[config.mk]
export PLATFORM = sky130hd
export DESIGN_NAME = ca_code_gen
export DESIGN_NICKNAME = d
export VERILOG_FILES = /design/src/rtl/ca_code_gen.sv
export SDC_FILE = /design/constraint.sdc
export NUM_CORES = 1
export LEC_CHECK = 0
export CORE_AREA = 3 3 101 103
export CTS_CLUSTER_SIZE = 25
export DETAILED_ROUTE_END_ITERATION = 8
export DIE_AREA = 0 0 104 106
export PLACE_DENSITY = 0.85
export SLEW_MARGIN = 20
export SYNTH_ARGS = -nofsm -noshare
export SYNTH_HDL_FRONTEND = slang
export SYNTH_SLANG_ARGS = --single-unit
[constraint.sdc]
create_clock -name clk -period 6.4 [get_ports clk]
set_input_delay 1.28 -clock clk [delete_from_list [all_inputs] [get_ports clk]]
set_output_delay 1.28 -clock clk [all_outputs]
set_load 0.02 [all_outputs]
[src/rtl/ca_code_gen.sv]
// GPS L1 C/A code generator paced by a code-rate NCO. A chip change appears one edge after chip_strobe.
// There is no backpressure: enable=0 freezes the NCO, the LFSRs and the chip index.
module ca_code_gen #(
  parameter int NCO_W = 32
) (
  input  logic             clk,
  input  logic             rst,
  input  logic             enable,
  input  logic             prn_load,
  input  logic [5:0]       prn_sel,
  input  logic [NCO_W-1:0] code_fcw,
  output logic             chip,
  output logic [9:0]       chip_idx,
  output logic             chip_strobe,
  output logic             epoch,
  output logic             prn_err
);

  logic [NCO_W-1:0] phase;
  logic [NCO_W:0]   sum;
  logic [9:0]       g1;
  logic [9:0]       g2;
  logic [3:0]       tap1;
  logic [3:0]       tap2;
  logic [7:0]       rom_taps;
  logic             advance;
  logic             valid_sel;

  // G2 phase-select stage pairs {t1,t2} for PRN 1..32, using stage numbers 1..10
  function automatic logic [7:0] tap_rom(input logic [5:0] prn);
    case (prn)
      6'd1:  tap_rom = {4'd2, 4'd6};
      6'd2:  tap_rom = {4'd3, 4'd7};
      6'd3:  tap_rom = {4'd4, 4'd8};
      6'd4:  tap_rom = {4'd5, 4'd9};
      6'd5:  tap_rom = {4'd1, 4'd9};
      6'd6:  tap_rom = {4'd2, 4'd10};
      6'd7:  tap_rom = {4'd1, 4'd8};
      6'd8:  tap_rom = {4'd2, 4'd9};
      6'd9:  tap_rom = {4'd3, 4'd10};
      6'd10: tap_rom = {4'd2, 4'd3};
      6'd11: tap_rom = {4'd3, 4'd4};
      6'd12: tap_rom = {4'd5, 4'd6};
      6'd13: tap_rom = {4'd6, 4'd7};
      6'd14: tap_rom = {4'd7, 4'd8};
      6'd15: tap_rom = {4'd8, 4'd9};
      6'd16: tap_rom = {4'd9, 4'd10};
      6'd17: tap_rom = {4'd1, 4'd4};
      6'd18: tap_rom = {4'd2, 4'd5};
      6'd19: tap_rom = {4'd3, 4'd6};
      6'd20: tap_rom = {4'd4, 4'd7};
      6'd21: tap_rom = {4'd5, 4'd8};
      6'd22: tap_rom = {4'd6, 4'd9};
      6'd23: tap_rom = {4'd1, 4'd3};
      6'd24: tap_rom = {4'd4, 4'd6};
      6'd25: tap_rom = {4'd5, 4'd7};
      6'd26: tap_rom = {4'd6, 4'd8};
      6'd27: tap_rom = {4'd7, 4'd9};
      6'd28: tap_rom = {4'd8, 4'd10};
      6'd29: tap_rom = {4'd1, 4'd6};
      6'd30: tap_rom = {4'd2, 4'd7};
      6'd31: tap_rom = {4'd3, 4'd8};
      6'd32: tap_rom = {4'd4, 4'd9};
      default: tap_rom = {4'd2, 4'd6};
    endcase
  endfunction

  assign sum         = {1'b0, phase} + {1'b0, code_fcw};
  assign valid_sel   = (prn_sel >= 6'd1) && (prn_sel <= 6'd32);
  assign advance     = enable & sum[NCO_W] & ~prn_load & ~rst;
  assign chip_strobe = advance;
  assign epoch       = advance & (chip_idx == 10'd1022);
  // tap registers hold zero-based bit positions: stage n lives in bit n-1
  assign rom_taps    = tap_rom(prn_sel) - 8'h11;
  assign chip        = ~prn_err & (g1[9] ^ g2[tap1] ^ g2[tap2]);

  always_ff @(posedge clk or posedge rst) begin
    if (rst) begin
      phase    <= '0;
      g1       <= '1;
      g2       <= '1;
      chip_idx <= '0;
      tap1     <= 4'd1;
      tap2     <= 4'd5;
      prn_err  <= 1'b0;
    end else if (prn_load) begin
      phase    <= '0;
      g1       <= '1;
      g2       <= '1;
      chip_idx <= '0;
      if (valid_sel) begin
        tap1    <= rom_taps[7:4];
        tap2    <= rom_taps[3:0];
        prn_err <= 1'b0;
      end else begin
        prn_err <= 1'b1;
      end
    end else begin
      if (enable) begin
        phase <= sum[NCO_W-1:0];
      end
      if (advance) begin
        // the all-ones reload on the wrap equals the natural 1023rd state
        if (chip_idx == 10'd1022) begin
          chip_idx <= '0;
          g1       <= '1;
          g2       <= '1;
        end else begin
          chip_idx <= chip_idx + 10'd1;
          g1       <= {g1[8:0], g1[2] ^ g1[9]};
          g2       <= {g2[8:0], g2[1] ^ g2[2] ^ g2[5] ^ g2[7] ^ g2[8] ^ g2[9]};
        end
      end
    end
  end

endmodule
==> flow_metrics.py <==
metrics = {
    "drt": {
        "drtIter0Drc": 234,
        "vias": 5253,
        "ant_nets": 0,
        "drc": 0,
        "drt-total-wl_um": 13400,
        "via_per_inst": 6.23,
        "drt_pass1_iterations": 5,
        "wl_per_cell_um": 15.8,
    },
    "timing": {
        "slew_headroom": 0.403,
        "period_needed_ns": 5.79,
        "fin_setup_tns_ns": 0,
        "fin_skew_ns": 0.0123,
        "setup_viol": 0,
        "rsz0062_at_grt": "false",
        "fin_crit_sh": 0.905,
        "finalHoldViolations": 0,
        "worstMarginPinSlew_ns": 0.896,
        "final_max_slew_viol_count": 0,
        "fmax_mhz": 173,
    },
    "cells_and_area": {
        "area_delta_synth_final_pct": 13.1,
        "nNetsFinal": 793,
        "drive_gt1_frac": 0.104,
        "multi_input_area_um2": 3770,
        "seqCellArea_um2": 1810,
        "fill_cells": 725,
        "antenna_cells": 0,
    },
    "placed_design": {
        "gp_congestion": 0.945,
        "port_buffers": 55,
        "dp_hpwl_um": 9360,
    },
    "floorplan": {
        "die_h_um": 106,
        "rows": 35,
        "start_util": 0.633,
        "core_um2": 9280,
        "die_w_um": 104,
        "io_pins": 56,
        "die_area_um2": 11000,
    },
    "power": {
        "seqPwrFrac": 0.342,
        "max-vdd-ir-drop_v": 0.000143,
        "power.total_uw": 1560,
        "pwr-share-clk": 0.292,
        "p_sw_frac": 0.339,
        "p_comb_frac": 0.367,
        "power.leakage_uw": 0.00285,
        "p_per_area_nw_per_um2": 234,
        "p_sw_uw": 527,
        "internal_power_uw": 1030,
    },
    "global_routing": {
        "grt_max_degree": 83,
        "overflow": 0,
        "grt_pass1_vias": 4943,
        "grt_use_total": 0.243,
        "antenna_found_initial": 0,
        "grt_pass1_wl_um": 22700,
    },
    "worst_setup_path": {
        "r2r_start": "phase[5]",
        "r2r_slack_ns": 3.12,
        "rr_endpoint": "chip_idx[3]",
        "endpoint_kind": "output port",
        "crit_path_max_fanout": 7,
        "crit_type": "primary input to output port",
        "cp-start-kind": "primary input",
        "cp.required_ns": 5.12,
        "arrival_ns": 4.51,
        "ff2ff_path_depth": 10,
    },
    "clocking": {
        "cts_hold_buf": 0,
        "cts_resized": 0,
        "cts_tree": "built",
        "cts.htree.levels": 3,
        "clk_latency_ns": 0.35,
        "post-cts-setup-buffers": 0,
        "cts_buffers": 9,
        "clockBufferDepth": 2,
        "clkTransAtPathRegs_ns": 0.07,
        "cts_sinks": 71,
        "clockRootBuffer": "clkbuf_8",
    },
    "synth": {
        "yosysTopAreaCellShare": 0.204,
        "synthDistinctLibCells": 77,
        "synth_flop_cell": "dfrtp_1",
        "yosysSeqAreaShare": 0.307,
        "yosys_warnings": 0,
        "synth_edf_count": 0,
        "synthTopCellsByArea": "dfrtp_1 20%, dfstp_2 10%, ha_1 8.7%, mux2i_1 5.8%, a21oi_1 5.5%",
        "synth_cells": 677,
        "synth_seq_cells": 71,
        "synth_nets": 761,
        "syn_area_per_cell_um2": 8.68,
        "synth.cell_area_um2": 5880,
        "synth_top_area_cell": "dfrtp_1",
        "postSynth.asyncResetShare": 1.00,
    },
    "hold_path": {
        "worstHoldStart": "tap2[2]",
        "whs_path_depth": 2,
        "hold_end": "tap2[2]",
        "worstHoldPathType": "flip-flop to flip-flop",
    },
    "run_status": {
        "outcome": "completed",
    },
    "flow_run": {
        "maxCapViolCount": 0,
    },
}
registers in the layout (all words and copies together), names as in the netlist:
register	flops
g1	10
tap2	4
phase	32
g2	10
chip_idx	10
prn_err	1
tap1	4
synthesized netlist by cell type (all sizes together) (5+ instances only):
cell    count
dfrtp      48
clkbuf     27
nor3       51
o21a        6
a21o       15
xor2       13
a211oi     14
ha         41
dfstp      23
mux2i      34
o21ai      36
and3        8
xnor2      29
nand4       7
inv        19
nand3      21
a21oi      66
nand2      53
nand2b      7
mux4        6
nor2b       5
o211ai      8
nor2       58
buf        12
area by class of cell:
cell class	instances	area share
clock buffers	11	0.0228
clock inverters	5	0.0156
inverters	19	0.0107
multi-input cells	548	0.568
flip-flops and latches	71	0.272
well taps	129	0.0243
repair buffers	60	0.0870
power by group through the flow:
| stage | logic (µW) | clock network [µW] | registers [µW] |
|---|---|---|---|
| 2_1_floorplan | 457 | 0 | 530 |
| 3_3_place_gp | 540 | 0 | 536 |
| 3_5_place_dp | 557 | 0 | 539 |
| 4_1_cts | 565 | 459 | 531 |
| 5_1_grt | 638 | 481 | 537 |
| 6_report | 570 | 453 | 531 |
metrics by stage:
stage                     cells  hold slack [ns]  setup WS (ns)   util  cell area [µm²]
after floorplan             677            0.463           1.20      -             5880
after global routing        843            0.519          0.395  0.716             6650
after global placement      827            0.476          0.668  0.688             6390
after detailed placement    827            0.488          0.626  0.688             6390
final                       843            0.495          0.610  0.716             6650
after CTS                   843            0.500          0.615  0.716             6650
cell usage in the layout, fill, tap and decap left out, drive strengths merged, types with 3 or more instances in the layout:
cell           synthesis  layout
nand3                 21      21
nand3b                 4       4
a32o                   4       4
ha                    41      41
nor3b                  3       3
bufinv                 0       3
xor2                  13      13
or3b                   3       3
and2                   3       3
o21bai                 4       4
o22ai                  4       4
a21o                  15      15
o21a                   6       6
dfstp                 23      23
clkbuf                27      11
nor2                  58      58
and3                   8       8
o21ai                 36      36
a211oi                14      14
a21oi                 66      66
a311oi                 3       3
nand2                 53      53
dfrtp                 48      48
mux4                   6       6
inv                   19      19
nand2b                 7       7
o211ai                 8       8
xnor2                 29      29
a41oi                  3       3
nor2b                  5       5
nor3                  51      51
nand4                  7       7
o31ai                  3       3
clkdlybuf4s50          0      53
mux2i                 34      34
buf                   12       7
worst max-delay path by stage:
stage	startpoint	endpoint	slack, ns
final	code_fcw[0]	chip_strobe	0.61
after global routing	code_fcw[0]	chip_strobe	0.39
after CTS	code_fcw[0]	chip_strobe	0.61
after detailed placement	code_fcw[0]	chip_strobe	0.63
after global placement	code_fcw[0]	chip_strobe	0.67
after floorplan	rst	epoch	1.20
kinds of logic after synthesis:
kind of cell               after synthesis  synth area share
muxes                                   41            0.0828
and+or+nand+nor                        236             0.199
DFF                                     71             0.307
AOI/OAI and AO/OA                      187             0.206
buffers and inverters                   58            0.0517
adders and majority gates               42            0.0907
xor gates and xnor gates                42            0.0626
critical path: stages:
cell and delay, ns:
clkdlybuf4s50_1 0.41, ha_1 0.25, fa_1 0.41, a21o_1 0.21
a221o_2 0.38, a21oi_2 0.22, nor4_2 0.12, o2111ai_2 0.25
and3_1 0.33, nor3_1 0.07, clkdlybuf4s50_1 0.58
routing by layer:
layer,global-route usage,vias to the layer above,wire [µm]
met3,0.0486,38,669
met4,0.0769,0,304
met2,0.409,158,6350
li1,-,2550,-
met5,0,-,0
met1,0.317,2507,6030
Power figures use the tool's default switching activity.
